## src/rtl/dcache_pkg.sv

```systemverilog
// dcache_pkg: shared types and helpers for the direct-mapped data cache.
// Holds the FSM state enum, default geometry and address-field extractors.
package dcache_pkg;

    localparam int DATA_W            = 32;
    localparam int BYTE_OFF_W        = 2;
    localparam int DEF_LINE_ADDR_LEN = 3;
    localparam int DEF_SET_ADDR_LEN  = 2;
    localparam int DEF_LINE_W        = DATA_W << DEF_LINE_ADDR_LEN;

    typedef enum logic [1:0] {
        S_IDLE,
        S_SWAP_OUT,
        S_SWAP_IN,
        S_SWAP_IN_OK
    } state_t;

    // Field extractors return zero-extended values; callers size-cast.
    function automatic logic [31:0] f_word_idx(input logic [31:0] a,
                                               input int line_len);
        return (a >> BYTE_OFF_W) & ((32'd1 << line_len) - 32'd1);
    endfunction

    function automatic logic [31:0] f_set_idx(input logic [31:0] a,
                                              input int line_len,
                                              input int set_len);
        return (a >> (BYTE_OFF_W + line_len)) & ((32'd1 << set_len) - 32'd1);
    endfunction

    function automatic logic [31:0] f_tag(input logic [31:0] a,
                                          input int line_len,
                                          input int set_len);
        return a >> (BYTE_OFF_W + line_len + set_len);
    endfunction

endpackage

```

## src/rtl/dcache.sv

```systemverilog
// dcache: direct-mapped, write-back, write-allocate data cache for the MEM stage.
// Ports: clk/rst; CPU side rd_req, wr_req, addr, wr_data, rd_data, miss;
// memory side mem_rd_req, mem_wr_req, mem_addr, mem_wr_line, mem_rd_line,
// mem_gnt; statistics hit_cnt, miss_cnt.
module dcache
    import dcache_pkg::*;
#(
    parameter int LINE_ADDR_LEN = DEF_LINE_ADDR_LEN,
    parameter int SET_ADDR_LEN  = DEF_SET_ADDR_LEN
) (
    input  logic                            clk,
    input  logic                            rst,
    input  logic                            rd_req,
    input  logic                            wr_req,
    input  logic [31:0]                     addr,
    input  logic [31:0]                     wr_data,
    output logic [31:0]                     rd_data,
    output logic                            miss,
    output logic                            mem_rd_req,
    output logic                            mem_wr_req,
    output logic [31:0]                     mem_addr,
    output logic [(32<<LINE_ADDR_LEN)-1:0]  mem_wr_line,
    input  logic [(32<<LINE_ADDR_LEN)-1:0]  mem_rd_line,
    input  logic                            mem_gnt,
    output logic [31:0]                     hit_cnt,
    output logic [31:0]                     miss_cnt
);

    localparam int TAG_ADDR_LEN = 32 - 2 - LINE_ADDR_LEN - SET_ADDR_LEN;
    localparam int LINE_WORDS   = 1 << LINE_ADDR_LEN;
    localparam int SETS         = 1 << SET_ADDR_LEN;
    localparam int LINE_W       = 32 << LINE_ADDR_LEN;
    localparam int OFF_W        = LINE_ADDR_LEN + 2;

    state_t                    r_state;
    state_t                    w_next;
    logic [SETS-1:0]           r_valid;
    logic [SETS-1:0]           r_dirty;
    logic [TAG_ADDR_LEN-1:0]   r_tag  [SETS];
    logic [31:0]               r_data [SETS][LINE_WORDS];
    logic [LINE_W-1:0]         r_fill;
    logic [SET_ADDR_LEN-1:0]   r_mset;
    logic [TAG_ADDR_LEN-1:0]   r_mtag;
    logic [31:0]               r_hit_cnt;
    logic [31:0]               r_miss_cnt;

    logic [LINE_ADDR_LEN-1:0]  w_word;
    logic [SET_ADDR_LEN-1:0]   w_set;
    logic [TAG_ADDR_LEN-1:0]   w_tag;
    logic                      w_req;
    logic                      w_hit;
    logic                      w_idle;
    logic                      w_store;
    logic                      w_leave;

    assign w_word  = LINE_ADDR_LEN'(f_word_idx(addr, LINE_ADDR_LEN));
    assign w_set   = SET_ADDR_LEN'(f_set_idx(addr, LINE_ADDR_LEN, SET_ADDR_LEN));
    assign w_tag   = TAG_ADDR_LEN'(f_tag(addr, LINE_ADDR_LEN, SET_ADDR_LEN));
    assign w_req   = rd_req | wr_req;
    assign w_hit   = w_req && r_valid[w_set] && (r_tag[w_set] == w_tag);
    assign w_idle  = (r_state == S_IDLE);
    assign w_store = w_idle && wr_req && w_hit;

    assign rd_data  = r_data[w_set][w_word];
    assign hit_cnt  = r_hit_cnt;
    assign miss_cnt = r_miss_cnt;

    // Victim line is always presented for the latched miss set; it is
    // only consumed while mem_wr_req is high.
    always_comb begin
        mem_wr_line = '0;
        for (int i = 0; i < LINE_WORDS; i++) begin
            mem_wr_line[i*32 +: 32] = r_data[r_mset][i];
        end
    end

    always_comb begin
        w_next     = r_state;
        miss       = 1'b0;
        w_leave    = 1'b0;
        mem_rd_req = 1'b0;
        mem_wr_req = 1'b0;
        mem_addr   = '0;
        unique case (r_state)
            S_IDLE: begin
                if (w_req && !w_hit) begin
                    miss    = 1'b1;
                    w_leave = 1'b1;
                    if (r_valid[w_set] && r_dirty[w_set]) begin
                        w_next = S_SWAP_OUT;
                    end else begin
                        w_next = S_SWAP_IN;
                    end
                end
            end
            S_SWAP_OUT: begin
                miss       = 1'b1;
                mem_wr_req = 1'b1;
                mem_addr   = {r_tag[r_mset], r_mset, {OFF_W{1'b0}}};
                if (mem_gnt) begin
                    w_next = S_SWAP_IN;
                end
            end
            S_SWAP_IN: begin
                miss       = 1'b1;
                mem_rd_req = 1'b1;
                mem_addr   = {r_mtag, r_mset, {OFF_W{1'b0}}};
                if (mem_gnt) begin
                    w_next = S_SWAP_IN_OK;
                end
            end
            S_SWAP_IN_OK: begin
                miss   = 1'b1;
                w_next = S_IDLE;
            end
            default: begin
                w_next = S_IDLE;
            end
        endcase
    end

    // Control state. The miss address is latched on leaving IDLE so the
    // fill completes correctly even if the request changes or drops.
    always_ff @(posedge clk or posedge rst) begin
        if (rst) begin
            r_state    <= S_IDLE;
            r_valid    <= '0;
            r_dirty    <= '0;
            r_mset     <= '0;
            r_mtag     <= '0;
            r_hit_cnt  <= '0;
            r_miss_cnt <= '0;
        end else begin
            r_state <= w_next;
            if (w_leave) begin
                r_mset     <= w_set;
                r_mtag     <= w_tag;
                r_miss_cnt <= r_miss_cnt + 32'd1;
            end
            if (w_idle && w_hit) begin
                r_hit_cnt <= r_hit_cnt + 32'd1;
            end
            if (w_store) begin
                r_dirty[w_set] <= 1'b1;
            end
            if (r_state == S_SWAP_IN_OK) begin
                r_valid[r_mset] <= 1'b1;
                r_dirty[r_mset] <= 1'b0;
            end
        end
    end

    // Tag/data arrays and the fill buffer carry no reset.
    always_ff @(posedge clk) begin
        if (w_store) begin
            r_data[w_set][w_word] <= wr_data;
        end
        if (r_state == S_SWAP_IN && mem_gnt) begin
            r_fill <= mem_rd_line;
        end
        if (r_state == S_SWAP_IN_OK) begin
            r_tag[r_mset] <= r_mtag;
            for (int i = 0; i < LINE_WORDS; i++) begin
                r_data[r_mset][i] <= r_fill[i*32 +: 32];
            end
        end
    end

endmodule
```

## config.mk

```make
export PLATFORM = sky130hd
export DESIGN_NAME = dcache
export DESIGN_NICKNAME = d
export VERILOG_FILES = /design/src/rtl/dcache_pkg.sv /design/src/rtl/dcache.sv
export SDC_FILE = /design/constraint.sdc
export NUM_CORES = 2
export LEC_CHECK = 0
export BUFFER_PORTS_ARGS = -buffer_cell sky130_fd_sc_hd__buf_4
export CORE_UTILIZATION = 55
export CTS_CLUSTER_DIAMETER = 150
export DETAILED_ROUTE_END_ITERATION = 12
export PLACE_DENSITY_LB_ADDON = 0.2
export SLEW_MARGIN = 15
export SYNTH_ARGS = -nofsm -noshare
export SYNTH_HDL_FRONTEND = slang
export SYNTH_SLANG_ARGS = --single-unit
```

## constraint.sdc

```tcl
create_clock -name clk -period 20.4 [get_ports clk]
set_input_delay 1.02 -clock clk [delete_from_list [all_inputs] [get_ports clk]]
set_output_delay 1.02 -clock clk [all_outputs]
set_load 0.02 [all_outputs]
```

==> flow_metrics.py <==
metrics = {
    "status": {
        "status": "complete, no violations",
    },
    "critical_path": {
        "path_cells": "buf_8, buf_4, mux4_2, xnor2_1, nand2_1, a2111oi_2, and3_1, nand4_1, o21ai_4, buf_4",
        "cp_max_fo": 56,
        "startpoint_type": "input port",
        "cp_slowest_stage_delay_ps": 1190,
        "r2r-end": "r_data[3][215]",
        "critPathKind": "in -> reg",
        "path_common_cell": "buf_4",
        "cp_slowest_cell": "o21ai_4",
        "cp-end-kind": "register",
        "rrSetupSlack_ps": 15180,
        "crit_path_end": "r_data[3][215]",
        "worst_ep_arrival_time_ps": 6700,
        "cp-startpoint": "addr[5]",
        "critPathRequiredTime_ps": 20820,
        "rr_worst_depth": 7,
        "r2r-start": "r_tag[3][2]",
    },
    "hold_path": {
        "hold_class": "in -> reg",
        "holdPathStages": 1,
    },
    "clock_tree": {
        "cts.htree.levels": 4,
        "clock_sinks": 1481,
        "path_clk_slew_ps": 60,
        "numCtsBuffers": 153,
        "ctsHoldBuffers": 0,
        "ctsResizeCount": 0,
        "clkLatencyLatePin_ps": 790,
        "postCtsSetupBuffers": 0,
        "cts_tree": "yes",
        "cts_buffer_depth": 3,
        "root_buffer": "clkbuf_16",
    },
    "route": {
        "wl_per_cell_um": 32.9,
        "via_count": 38100,
        "drtAntennaViolNets": 0,
        "dr.first_iter.drc_count": 4573,
        "post-route-drc-count": 0,
        "wl_mm": 191,
        "dr.pass1.iters": 6,
        "vias_per_cell": 6.56,
    },
    "floorplan": {
        "die_height_um": 344,
        "fp.coreArea_um2": 116000,
        "die_width_um": 344,
        "start_util_pct": 55.4,
        "boundaryPins": 712,
        "std_cell_rows": 125,
        "fp.dieArea_um2": 118000,
    },
    "synthesis": {
        "yosysTopAreaCell": "edfxtp_1",
        "syn_inst": 3479,
        "synth_edf_count": 1380,
        "synthTopCellsByCount": "1,380 x edfxtp_1, 558 x nand2_1, 556 x mux4_2",
        "synth_top_area_share_pct": 64.5,
        "synth_most_common_cell": "edfxtp_1",
        "synthTopCellsByArea": "edfxtp_1 64%, mux4_2 19%, dfrtp_1 3.9%",
        "netlist_area_um2": 64300,
        "synthArstFlopShare_pct": 6.82,
        "ys_warn_count": 0,
        "synth_ff_type": "edfxtp_1",
        "ys_seq_elements": 1481,
        "synthDistinctLibCells": 63,
        "avgSynthCellArea_um2": 18.5,
        "ys_seq_area_share_pct": 68.4,
    },
    "finish": {
        "synthToLayoutAreaGrowth_pct": 18.7,
        "n_fill_cell": 7879,
        "regArea_um2": 44000,
        "nets": 4486,
        "drive_gt1_share_pct": 38.1,
        "multi_input_area_um2": 19600,
        "finalNonFillerCells": 5805,
    },
    "grt": {
        "track_usage_pct": 32.3,
        "grt_use_met3_pct": 7.07,
        "grt_pass1_wl_mm": 267,
        "overflow": 0,
        "grt_pass1_vias": 38000,
        "grt_max_degree": 127,
        "grtUsageMet2_pct": 51.5,
        "busiest_layer": "met2",
        "antenna_found_initial": 9,
        "met1_usage_pct": 44.4,
    },
    "timing": {
        "max_freq_ghz": 0.159,
        "tightest_slew_ps": 1170,
        "slew_violations": 0,
        "fin_tns_setup_ps": 0,
        "hold_viol_final": 0,
        "finalSetupViolations": 0,
        "period_share_pct": 30.8,
        "slew_headroom_pct": 21.9,
        "post-route-min-period_ps": 6280,
        "rsz0062_at_grt": "no",
        "setup_ws_ps": 14120,
        "skew_ps": 39.9,
    },
    "flow_run": {
        "drv_cap": 0,
    },
    "place": {
        "place_hpwl_mm": 120,
        "post-place-ws_ps": 13470,
        "placed_cells": 5523,
        "place_congestion": 0.817,
        "io_buffers": 704,
    },
    "power_and_ir_drop": {
        "leakage_uw": 0.0268,
        "ir_drop_mv": 0.118,
        "powerDensity_nw_per_um2": 144,
    },
}
placed cells by master, fill, tap and decap left out, types with 5 or more instances in the layout:
cell	Yosys	routed
buf_12	0	5
edfxtp_1	1380	1380
clkbuf_16	0	158
nor3_2	10	11
o21ai_0	41	9
nand3_1	21	21
dfrtp_1	101	99
bufinv_16	0	9
o21ai_4	0	32
conb_1	1	5
clkinv_1	0	32
nor4_2	8	8
inv_1	26	25
mux2_2	17	17
xor2_1	51	51
ha_1	7	6
nor2_1	22	21
mux4_2	556	556
nor4_1	13	13
mux2_1	8	8
and3_1	9	8
mux2i_1	19	19
inv_16	0	5
nand4_1	45	45
nor2b_1	25	25
nor3_1	14	13
buf_4	10	771
a22oi_1	155	155
nand2b_1	39	39
xnor2_1	30	30
clkinv_2	0	16
clkbuf_1	170	48
nand2_1	558	558
sequential cells by signal (all words and copies together) (netlist names):
name      flops
r_mtag       25
r_state       2
r_tag       100
r_mset        2
hit_cnt      32
r_data     1024
miss_cnt     32
r_dirty       4
r_valid       4
r_fill      256
final cells by class:
cell class / count / share of cell area [%]
antenna: 2 / 0.00656
clock inverter: 70 / 0.874
tap: 1524 / 2.50
multi-input combinational: 1714 / 25.6
inverter: 26 / 0.131
timing repair buffer: 778 / 7.76
sequential: 1481 / 57.6
clock buffer: 210 / 5.49
cells by family after synthesis:
logic type | synth area share, %
and+or+nand+nor | 5.73
AOI/OAI and AO/OA | 2.47
muxes | 20.3
DFF | 68.4
buffers and inverters | 1.88
adders and majority gates | 0.136
other | 0.00583
xor gates and xnor gates | 1.10
power by group:
| group | total, uW | internal [uW] | switching (uW) | leakage (uW) |
|---|---|---|---|---|
| registers | 4460 | 4190 | 269 | 0.0139 |
| clock network | 2730 | 1560 | 1170 | 0.00236 |
| logic | 3780 | 1430 | 2350 | 0.0106 |
| total | 11000 | 7190 | 3790 | 0.0268 |
worst min path at each step:
stage / start / endpoint / slack [ps]
3_5_place_dp: hit_cnt[31] / hit_cnt[31] / 470
6_report: mem_rd_line[134] / r_fill[134] / 400
5_1_grt: mem_rd_line[164] / r_fill[164] / 370
4_1_cts: mem_rd_line[134] / r_fill[134] / 360
2_1_floorplan: r_valid[1] / r_valid[1] / 450
3_3_place_gp: hit_cnt[31] / hit_cnt[31] / 460
routing by layer:
layer / wire [um] / part of all wire [%]
met5: 52 / 0.027
met2: 93000 / 49
met4: 7230 / 3.8
met1: 70200 / 37
met3: 20400 / 11
metrics by stage:
stage               total power [uW]  util [%]  area [um^2]  hold WS, ps
CTS                            11000      65.8        76300          365
global placement                8240      61.6        71500          461
finish                         11000      65.8        76300          404
global route                   11300      65.8        76300          374
detailed placement              8300      61.6        71500          473
floorplan                       6680         -        64300          452
critical path, delay by kind of cell:
kind | cells | cell delay, ps
buffers and inverters | 3 | 1800
AOI/OAI and AO/OA | 2 | 1610
and+or+nand+nor | 3 | 1280
muxes | 1 | 610
xor gates and xnor gates | 1 | 150
(Power assumes the default switching activity.)
